### config.mk
export PLATFORM = sky130hd
export DESIGN_NAME = gbf_fill_controller
export DESIGN_NICKNAME = d
export VERILOG_FILES = /design/src/rtl/gbf_fill_controller.sv
export SDC_FILE = /design/constraint.sdc
export NUM_CORES = 1
export LEC_CHECK = 0
export CAP_MARGIN = 20
export CORE_AREA = 5 5 305 307
export DETAILED_ROUTE_END_ITERATION = 10
export DIE_AREA = 0 0 310 312
export PLACE_DENSITY = 0.49
export SLEW_MARGIN = 10
export SYNTH_ARGS = -nofsm -noshare
export SYNTH_HDL_FRONTEND = slang
export SYNTH_SLANG_ARGS = --single-unit
### constraint.sdc
create_clock -name clk -period 24.9 [get_ports clk]
set_input_delay 7.47 -clock clk [delete_from_list [all_inputs] [get_ports clk]]
set_output_delay 7.47 -clock clk [all_outputs]
set_load 0.01 [all_outputs]
### src/rtl/gbf_fill_controller.sv
`default_nettype none
// ============================================================================
// Module      : gbf_fill_controller
// Description : Producer side of the GBF fill handshake. Watches the
//               per-buffer need_data requests of one double-buffered GBF,
//               pulls lines from a valid/ready stream into port A of buffer
//               1 or 2, flags the filled buffer ready and tracks how many
//               fills remain in the source.
// Revision    : 1.0 - initial release
// ============================================================================
module gbf_fill_controller #(
    parameter int GBF_DATA_BITWIDTH = 256,
    parameter int GBF_ADDR_BITWIDTH = 5,
    parameter int GBF_DEPTH         = 32,
    parameter int FILL_COUNT        = 32,
    parameter int TOTAL_FILLS       = 4
) (
    input  logic                         clk,
    input  logic                         reset,
    input  logic                         gbf1_need_data,
    input  logic                         gbf2_need_data,
    input  logic                         s_valid,
    input  logic [GBF_DATA_BITWIDTH-1:0] s_data,
    output logic                         s_ready,
    output logic                         en1a,
    output logic                         we1a,
    output logic [GBF_ADDR_BITWIDTH-1:0] addr1a,
    output logic [GBF_DATA_BITWIDTH-1:0] w_data1a,
    output logic                         en2a,
    output logic                         we2a,
    output logic [GBF_ADDR_BITWIDTH-1:0] addr2a,
    output logic [GBF_DATA_BITWIDTH-1:0] w_data2a,
    output logic                         buf1_ready,
    output logic                         buf2_ready,
    output logic                         data_avail,
    output logic                         busy
);

    localparam int FD_W = $clog2(TOTAL_FILLS + 1);
    // Last line index of a fill; clamped to the buffer depth so the line
    // counter can never run past the end of a buffer.
    localparam int FILL_LAST = ((FILL_COUNT > GBF_DEPTH) ? GBF_DEPTH : FILL_COUNT) - 1;

    typedef enum logic [2:0] {
        ST_IDLE  = 3'd0,
        ST_FILL1 = 3'd1,
        ST_FILL2 = 3'd2,
        ST_FLUSH = 3'd3,
        ST_DONE  = 3'd4
    } state_t;

    state_t                         state_q, state_d;
    logic [GBF_ADDR_BITWIDTH-1:0]   cnt_q, cnt_d;
    logic [FD_W-1:0]                fills_q, fills_d;
    logic                           last2_q, last2_d;     // 1: buffer 2 was filled last
    logic                           flush2_q, flush2_d;   // buffer being flushed is buffer 2
    logic                           en1_q, en1_d;
    logic [GBF_ADDR_BITWIDTH-1:0]   addr1_q, addr1_d;
    logic [GBF_DATA_BITWIDTH-1:0]   data1_q, data1_d;
    logic                           en2_q, en2_d;
    logic [GBF_ADDR_BITWIDTH-1:0]   addr2_q, addr2_d;
    logic [GBF_DATA_BITWIDTH-1:0]   data2_q, data2_d;
    logic                           rdy1_q, rdy1_d;
    logic                           rdy2_q, rdy2_d;
    logic                           avail_q, avail_d;
    logic                           busy_q, busy_d;

    logic                           w_accept;
    logic                           w_go1;
    logic                           w_go2;
    logic [FD_W-1:0]                w_fills_inc;

    assign s_ready  = (state_q == ST_FILL1) || (state_q == ST_FILL2);
    assign w_accept = s_valid && s_ready;

    // With both requests pending, service the buffer not filled last.
    assign w_go1 = gbf1_need_data && (!gbf2_need_data || last2_q);
    assign w_go2 = gbf2_need_data && (!gbf1_need_data || !last2_q);

    assign w_fills_inc = fills_q + FD_W'(1);

    // State register and all registered outputs; reset aborts any fill.
    always_ff @(posedge clk or posedge reset) begin
        if (reset) begin
            state_q  <= ST_IDLE;
            cnt_q    <= '0;
            fills_q  <= '0;
            last2_q  <= 1'b1;
            flush2_q <= 1'b0;
            en1_q    <= 1'b0;
            addr1_q  <= '0;
            data1_q  <= '0;
            en2_q    <= 1'b0;
            addr2_q  <= '0;
            data2_q  <= '0;
            rdy1_q   <= 1'b0;
            rdy2_q   <= 1'b0;
            avail_q  <= 1'b1;
            busy_q   <= 1'b0;
        end else begin
            state_q  <= state_d;
            cnt_q    <= cnt_d;
            fills_q  <= fills_d;
            last2_q  <= last2_d;
            flush2_q <= flush2_d;
            en1_q    <= en1_d;
            addr1_q  <= addr1_d;
            data1_q  <= data1_d;
            en2_q    <= en2_d;
            addr2_q  <= addr2_d;
            data2_q  <= data2_d;
            rdy1_q   <= rdy1_d;
            rdy2_q   <= rdy2_d;
            avail_q  <= avail_d;
            busy_q   <= busy_d;
        end
    end

    // Next-state logic: request arbitration, beat capture and fill bookkeeping.
    always_comb begin
        state_d  = state_q;
        cnt_d    = cnt_q;
        fills_d  = fills_q;
        last2_d  = last2_q;
        flush2_d = flush2_q;
        en1_d    = 1'b0;
        addr1_d  = addr1_q;
        data1_d  = data1_q;
        en2_d    = 1'b0;
        addr2_d  = addr2_q;
        data2_d  = data2_q;
        rdy1_d   = rdy1_q;
        rdy2_d   = rdy2_q;
        avail_d  = avail_q;
        busy_d   = busy_q;

        case (state_q)
            ST_IDLE: begin
                if (w_go1) begin
                    state_d = ST_FILL1;
                    rdy1_d  = 1'b0;
                    busy_d  = 1'b1;
                end else if (w_go2) begin
                    state_d = ST_FILL2;
                    rdy2_d  = 1'b0;
                    busy_d  = 1'b1;
                end
            end

            ST_FILL1, ST_FILL2: begin
                if (w_accept) begin
                    if (state_q == ST_FILL1) begin
                        en1_d   = 1'b1;
                        addr1_d = cnt_q;
                        data1_d = s_data;
                    end else begin
                        en2_d   = 1'b1;
                        addr2_d = cnt_q;
                        data2_d = s_data;
                    end
                    if (cnt_q == GBF_ADDR_BITWIDTH'(FILL_LAST)) begin
                        cnt_d    = '0;
                        state_d  = ST_FLUSH;
                        flush2_d = (state_q == ST_FILL2);
                    end else begin
                        cnt_d = cnt_q + GBF_ADDR_BITWIDTH'(1);
                    end
                end
            end

            // The final write is on the port this cycle; publish the fill next.
            ST_FLUSH: begin
                if (flush2_q) begin
                    rdy2_d  = 1'b1;
                    last2_d = 1'b1;
                end else begin
                    rdy1_d  = 1'b1;
                    last2_d = 1'b0;
                end
                fills_d = w_fills_inc;
                busy_d  = 1'b0;
                if (w_fills_inc == FD_W'(TOTAL_FILLS)) begin
                    avail_d = 1'b0;
                    state_d = ST_DONE;
                end else begin
                    state_d = ST_IDLE;
                end
            end

            ST_DONE: begin
                state_d = ST_DONE;
            end

            default: begin
                state_d = ST_IDLE;
            end
        endcase
    end

    assign en1a       = en1_q;
    assign we1a       = en1_q;
    assign addr1a     = addr1_q;
    assign w_data1a   = data1_q;
    assign en2a       = en2_q;
    assign we2a       = en2_q;
    assign addr2a     = addr2_q;
    assign w_data2a   = data2_q;
    assign buf1_ready = rdy1_q;
    assign buf2_ready = rdy2_q;
    assign data_avail = avail_q;
    assign busy       = busy_q;

endmodule
`default_nettype wire

# ---- Yosys cells after proc, flatten, opt, wreduce, memory -nomap -nowiden
# Cells that the tools add are included.
dict set report op_classes {
  eq_ne 14
  mux 24
  n_bitwise 1
  n_addsub 2
  reduce_logical 21
}
# operator n
set ops {}
lappend ops {{$mux 3} 5}
lappend ops {{$reduce_and 3->1} 5}
lappend ops {{$mux 1} 14}
lappend ops {{$ne 2x2->1 const B} 7}
lappend ops {{$pmux 3 s4} 1}
lappend ops {{$eq 3x2->1 const B} 2}
lappend ops {{$eq 3x3->1 const B} 2}
lappend ops {{$pmux 1 s2} 3}
lappend ops {{$reduce_and 2->1} 3}
lappend ops {{$add 5x1->5 const B} 1}
lappend ops {{$eq 5x5->1 const B} 1}
lappend ops {{$mux 5} 1}
lappend ops {{$reduce_and 4->1} 1}
lappend ops {{$add 3x1->3 const B} 1}
lappend ops {{$eq 3x1->1 const B} 1}
lappend ops {{$logic_and 1x1->1} 3}
lappend ops {{$logic_not 1->1} 3}
lappend ops {{$logic_not 3->1} 1}
lappend ops {{$logic_or 1x1->1} 3}
lappend ops {{$ne 3x3->1 const B} 1}
lappend ops {{$reduce_bool 2->1} 1}
lappend ops {{$reduce_or 2->1} 1}
lappend ops {{$not 1->1} 1}
dict set report totals {
  in_bits 261
  out_inout_bits 531
  ff_bits 541
  word_cells 77
}

# ---- Depth between registers and ports, before layout
# Gate-level depths: netlist (run 1).
dict set report logic_depth {
  word_depth 6
  mapped_depth 7
  mapped_depth_nobuf 6
}

# ---- Least setup slack after synthesis (run 1)
# OpenSTA, ideal clock, no wires.
dict set report synth_timing {
  kind {input port to flip-flop}
  from {input port s_valid}
  to {register data1_q[10], in the netlist w_data1a[10]}
  setup_time_ps 125
  path_stages 6
  n_path_buf 3
  required_ps 24775
  t_arrival_ps 8481
  slack_ps 16295
  cell_sequence {nand2b_4 nor3b_2 buf_4 buf_8 buf_6 mux2_2}
}
dict set report synth_between {
  elab_chain_len 2
}
# item line_no
set synth_rtl {}
lappend synth_rtl {{start: declaration} 22} ;# input logic s_valid,
lappend synth_rtl {{$logic_and 1x1->1} 74} ;# assign w_accept = s_valid && s_ready;
lappend synth_rtl {{$reduce_and 3->1 (no source line)} --}
lappend synth_rtl {{end signal: assignment} 108} ;# data1_q <= data1_d;
lappend synth_rtl {{end: declaration} 59} ;# logic [GBF_DATA_BITWIDTH-1:0] data1_q, data1_d;
# No other way between the ends.
# A chain may end at the register's enable or synchronous reset.

==> results of run 1 <==
## layout make-up
cell class	count	area [um^2]
repair buffers	805	8055
fillers	8689	58000
inverters	4	22.52
diodes	5	12.51
clock inverters	18	205.2
well taps	1176	1471
flip-flops and latches	541	13540
clock buffers	106	2121
multi-input cells	582	6309
## kinds of logic (layout without fill, tap and decap cells)
| family | after synthesis | after routing |
|---|---|---|
| flops | 541 | 541 |
| mux | 524 | 524 |
| buf+inv | 69 | 933 |
| simple gates | 31 | 31 |
| compound gates | 21 | 21 |
| fa+ha+maj | 4 | 4 |
| xor+xnor | 2 | 2 |
| other cells | 0 | 5 |
## cell usage after synthesis (2+ instances only)
master    number
o21ai_0        3
ha_1           4
or2_2          2
mux2_1       125
a21boi_0       3
xnor2_1        2
dfstp_2        2
nand2_1       11
buf_6         26
dfrtp_1      539
a211oi_1       2
o31ai_1        4
inv_1          4
mux2_2       399
buf_4         12
buf_2         22
nand2b_1       4
nor2_1         4
nand3b_1       2
a21oi_1        2
a31oi_1        2
clkbuf_1       3
## layer usage
layer  track usage, %  wire [um]  vias to the layer above
met2            23.99      35000                      488
met5                0          7                        -
met4            4.886       2127                        2
li1                 -          -                     5877
met3            5.803       6766                      111
met1            13.75      23600                     6694
## metrics by stage
| step | power (W) | cell area [um^2] | instances | hold slack [ns] | util, % |
|---|---|---|---|---|---|
| global placement | 0.003554 | 29370 | 3107 | 0.4661 | 32.73 |
| CTS | 0.004634 | 31700 | 3231 | 0.4756 | 35.32 |
| global route | 0.004793 | 31740 | 3237 | 0.4950 | 35.37 |
| floorplan | 0.002390 | 20390 | 1192 | 0.4420 | - |
| detailed placement | 0.003588 | 29370 | 3107 | 0.4671 | 32.73 |
| finish | 0.004538 | 31740 | 3237 | 0.4686 | 35.37 |
## where the power goes
part	leakage (nW)	switching [W]	internal, W
clock	1.15	0.000385	0.000620
combinational	5.34	0.000785	0.00118
sequential	6.42	0.000241	0.00133
total	12.9	0.00141	0.00313
## worst max-delay path, cell delays in order
cell,delay (ns)
clkdlybuf4s50_1,0.50
inv_8,0.60
buf_4,0.80
buf_4,0.83
buf_4,0.36
buf_16,0.33
## state kept, by name (all words and copies together), names as in the netlist
name / cells
buf2_ready: 1
buf1_ready: 1
last2_q: 1
en1a: 1
flush2_q: 1
w_data1a: 256
cnt_q: 5
busy: 1
state_q: 3
addr1a: 5
data_avail: 1
en2a: 1
addr2a: 5
w_data2a: 256
fills_q: 3
## final timing paths
check | cells after the start | from | end
max in group clk | 5 | s_valid | w_data2a[97]$_DFFE_PP0P_
setup reg to reg | 4 | state_q[1]$_DFFE_PP0P_ | w_data2a[97]$_DFFE_PP0P_
min in group asynchronous | 2 | reset | w_data2a[68]$_DFFE_PP0P_
setup / recovery | 6 | reset | w_data1a[190]$_DFFE_PP0P_
hold / removal | 2 | last2_q$_DFFE_PP1P_ | last2_q$_DFFE_PP1P_
hold reg to reg | 2 | last2_q$_DFFE_PP1P_ | last2_q$_DFFE_PP1P_
==> results.txt, run 1 <==
----------------------------------------------------
[Outcome]
  Result of the run ... completed

[Timing]
  Final critical-path setup slack ... 14.59 ns
  Worst-case clock skew ... 0.01785 ns
  Total negative setup slack ... 0 ns
  Max Transition Viols Final ... 0
  Period Utilization, post-route ... 41.40%
  Setup repair after global routing missed its margin ... false
  Number of endpoints with negative hold slack in the final report ... 0
  Final Setup Violations ... 0
  Achievable frequency ... 97.00 MHz
  Transition time at the pin with the least slew margin ... 1.105 ns
  Tmin final ... 10.31 ns
  Normalized max-slew margin ... 26.35%

[Die]
  I/O pin total ... 792
  Chip width ... 310 um
  Full die area ... 96720 um^2
  Die boundary height ... 312 um
  Area of the core ... 89740 um^2
  Standard-cell row count ... 110
  Initial core utilization ... 22.73%

[Critical path]
  CP Data Required Time ... 25.64 ns
  Critical path arrival ... 11.05 ns
  Type of origin of the critical path ... input port
  CP Class ... in -> async
  Critical path capture point type ... async pin
  Reg-to-reg setup timing slack ... 21.40 ns
  Maximum fanout along the worst path ... 127

[Synthesis]
  Cell area after synthesis ... 20390 um^2
  Synthesized-area fraction occupied by adder cells ... 0.2454%
  Syn avg cell area ... 17.11 um^2
  Area share of and/or/nand/nor cells after synthesis ... 0.8958%
  Top FF cell, synth ... dfrtp_1
  Flip-flop and latch count after synthesis ... 541
  Number of enable flip-flop cells after synthesis ... 0
  Post-synthesis mux area share ... 28.93%
  Sequential-to-total area share from yosys stat ... 66.40%
  Distinct cell type count of the synthesized netlist ... 37
  XOR/XNOR share of the synthesized area ... 0.08589%
  Top-area cell type share of the netlist area ... 66.14%
  Synth Area in Compound Gates ... 0.7240%
  Cells taking the most area after synthesis ... dfrtp_1, mux2_2, mux2_1, buf_6, buf_2
  Synthesis warning total ... 0
  Combinational family with the most area after synthesis ... multiplexers
  Gate count after technology mapping ... 1192
  Post-Syn Nets ... 1457
  Share of flip-flops with an asynchronous set or reset ... 100.0%
  Cell type with the largest total area after synthesis ... dfrtp_1

[GRT]
  Total global routing track utilization ... 13.35%
  Number of global-route vias before repair ... 14833
  Wire length of the first global-routing pass ... 98680 um
  Maximum number of pins on one net before global-route repair ... 142
  Overflow left after global routing ... 0
  Initial antenna violation count ... 7

[CTS]
  Root buffer selected by CTS ... clkbuf_16
  TritonCTS clock tree ... built
  Clock transition time at the flip-flop clock pins of the worst setup and hold paths ... 0.05 ns
  Gates resized, CTS repair ... 0
  H-tree level count ... 3
  Post-CTS Setup Repair Bufs ... 0
  TritonCTS buffer count ... 69
  CTS Sinks ... 541
  Hold buffers post-CTS ... 0
  Worst-skew pair later-pin latency ... 0.59 ns
  Maximum number of buffers from clock root to sink ... 3

[Routing]
  Routed wire per std cell ... 20.85 um
  Antenna viol nets, final ... 0
  Drt first pass iters ... 4
  Iter 0 DRT Violations ... 327
  WL final ... 67500 um
  Detailed-route vias per instance ... 4.069
  DRC errors left ... 0
  Vias ... 13172

[Placed design]
  GP Congestion ... 0.7862
  Number of port buffers ... 791
  Detailed placement HPWL ... 49900 um
  Pre-CTS setup slack ... 13.27 ns

[Finish]
  Layout Nets ... 2268
  Commonest non-fill, non-tap cells in the layout ... clkdlybuf4s50_1, dfrtp_1, mux2_2, mux2_1, clkbuf_16
  Most common cell after layout, fill and taps aside ... clkdlybuf4s50_1
  Fraction of final layout cells sized beyond drive strength 1 ... 25.73%
  Synthesis-to-finish area growth ... 55.62%

[Pwr]
  Pwr dens ... 143.0 nW/um^2
  Leakage power summed over all cells ... 12.91 nW
  Worst IR Drop VDD ... 0.00008291 V

[Hold path]
  Worst Hold Class ... reg -> reg

[Run]
  Max-cap viol count ... 0

----------------------------------------------------
(Power assumes the default switching activity.)
==> run 2, diff against run 1 <==
Clock period 24.9 ns to 10.25 ns, I/O delays scaled along.
==> results.txt, run 2 (synthesized netlist as in run 1, its figures left out) <==
----------------------------------------------------
[Outcome]
  Result of the run ... completed

[Placed design]
  Cell area after placement ... 29420 um^2 (+0.17%)
  GP Congestion ... 0.7915 (+0.67%)
  Total instance count after detailed placement ... 3106 (-0.032%)
  Number of port buffers ... 791 (unchanged)
  Detailed placement HPWL ... 49180 um (-1.4%)

[Die]
  Chip width ... 310 um (unchanged)
  Full die area ... 96720 um^2 (unchanged)
  Initial core utilization ... 22.73% (unchanged)
  Area of the core ... 89740 um^2 (unchanged)
  Standard-cell row count ... 110 (unchanged)
  I/O pin total ... 792 (unchanged)
  Die boundary height ... 312 um (unchanged)

[Critical path]
  Worst flop-to-flop path startpoint ... state_q[1]$_DFFE_PP0P_
  Cells on worst reg2reg path ... 4 (unchanged)
  Type of origin of the critical path ... input port
  CP Data Required Time ... 10.71 ns (-14.93 ns)
  Crit Reg-Reg Endpoint ... w_data2a[12]$_DFFE_PP0P_
  Critical path capture point type ... register
  CP Class ... in -> reg
  Maximum fanout along the worst path ... 149 (+17%)
  Critical path arrival ... 6.08 ns (-4.97 ns)
  Reg-to-reg setup timing slack ... 7.06 ns (-14.34 ns)

[CTS]
  Worst-skew pair later-pin latency ... 0.59 ns (about the same)
  Root buffer selected by CTS ... clkbuf_16
  Hold buffers post-CTS ... 0 (unchanged)
  TritonCTS clock tree ... built
  Post-CTS Setup Repair Bufs ... 0 (unchanged)
  Maximum number of buffers from clock root to sink ... 3 (unchanged)
  TritonCTS buffer count ... 66 (-4.3%)
  Gates resized, CTS repair ... 0 (unchanged)
  CTS Sinks ... 541 (unchanged)
  H-tree level count ... 3 (unchanged)
  Clock transition time at the flip-flop clock pins of the worst setup and hold paths ... 0.06 ns (about the same)

[Routing]
  WL final ... 67640 um (+0.22%)
  Vias ... 13205 (+0.25%)
  Detailed-route vias per instance ... 4.100 (+0.75%)
  Iter 0 DRT Violations ... 465 (+42%)
  Antenna viol nets, final ... 0 (unchanged)
  DRC errors left ... 0 (unchanged)
  Routed wire per std cell ... 21.00 um (+0.72%)
  Drt first pass iters ... 4 (unchanged)

[GRT]
  Number of global-route vias before repair ... 14665 (-1.1%)
  Total global routing track utilization ... 13.37% (+0.025 points)
  Maximum number of pins on one net before global-route repair ... 167 (+18%)
  Overflow left after global routing ... 0 (unchanged)
  Wire length of the first global-routing pass ... 98750 um (about the same)
  Initial antenna violation count ... 10 (+3)

[Run]
  Max-cap viol count ... 0 (unchanged)

[Pwr]
  Pwr dens ... 344.7 nW/um^2 (+140%)
  Worst IR Drop VDD ... 0.0001817 V (+120%)
  Leakage power summed over all cells ... 12.79 nW (-0.95%)

[Finish]
  Most common cell after layout, fill and taps aside ... clkdlybuf4s50_1
  Area of all placed cells without fillers ... 31540 um^2 (-0.63%)
  Synthesis-to-finish area growth ... 54.65%
  Commonest non-fill, non-tap cells in the layout ... clkdlybuf4s50_1, dfrtp_1, mux2_2, mux2_1, clkbuf_16
  Fraction of final layout cells sized beyond drive strength 1 ... 25.38% (-0.35 points)
  Number of non-filler instances in the completed layout ... 3221 (-0.49%)
  Layout Nets ... 2263 (-0.22%)

[Timing]
  Final Setup Violations ... 0 (unchanged)
  Worst-case clock skew ... 0.03145 ns (+0.01360 ns)
  Setup repair after global routing missed its margin ... false
  Period Utilization, post-route ... 54.83%
  Max Transition Viols Final ... 0 (unchanged)
  Post-Route Hold Slack ... 0.4643 ns (-0.004299 ns)
  Transition time at the pin with the least slew margin ... 1.115 ns (+0.009926 ns)
  Normalized max-slew margin ... 25.68% (-0.66 points)
  Tmin final ... 5.620 ns
  Number of endpoints with negative hold slack in the final report ... 0 (unchanged)
  Achievable frequency ... 177.9 MHz

[Hold path]
  Hold path cells ... 2 (unchanged)
  Worst-case hold path end point ... last2_q$_DFFE_PP1P_
  Worst Hold Class ... reg -> reg
  Hold Path Origin ... last2_q$_DFFE_PP1P_

----------------------------------------------------
run 2: how the worst max path moves through the flow:
stage,slack [ns],from,cells past startpoint,to
global placement,4.14,s_valid,5,w_data2a[107]$_DFFE_PP0P_
global route,4.54,s_valid,5,w_data2a[12]$_DFFE_PP0P_
finish,4.63,s_valid,5,w_data2a[12]$_DFFE_PP0P_
floorplan,-0.18,reset,1,addr1a[0]$_DFFE_PP0P_
CTS,4.69,s_valid,5,w_data2a[135]$_DFFE_PP0P_
detailed placement,4.07,s_valid,5,w_data2a[135]$_DFFE_PP0P_
run 2: worst max-delay path, cell delays in order:
cell	delay, ns
clkdlybuf4s50_1	0.59
and4bb_4	0.28
buf_12	0.61
buf_4	0.80
mux2_2	0.42
run 2: per-layer routing:
metal	GRT usage [%]	part of all wire (%)
met1	13.80	35
met2	24.29	52
met3	5.329	9.4
met4	5.049	3.6
met5	0	0.028
run 2: where the power goes:
| part | internal (W) | switching [W] |
|---|---|---|
| combinational | 0.00286 | 0.00190 |
| sequential | 0.00323 | 0.000594 |
| clock | 0.00136 | 0.000917 |
run 2: metrics by stage:
step	total power (W)	TNS (ns)	utilization (%)	worst slack, ns
2_1_floorplan	0.005806	-97.74	-	-0.1813
3_3_place_gp	0.008660	0	32.79	4.138
3_5_place_dp	0.008736	0	32.79	4.067
4_1_cts	0.01111	0	35.12	4.689
5_1_grt	0.01149	0	35.14	4.540
6_report	0.01087	0	35.14	4.630
run 2: cell type report:
| type | count | area [um^2] |
|---|---|---|
| Fill cell | 8667 | 58200 |
| Sequential cell | 541 | 13540 |
| Timing Repair Buffer | 803 | 8083 |
| Multi-Input combinational cell | 582 | 6309 |
| Clock buffer | 88 | 1876 |
| Tap cell | 1176 | 1471 |
| Clock inverter | 19 | 220.2 |
| Antenna cell | 8 | 20.02 |
| Inverter | 4 | 18.77 |
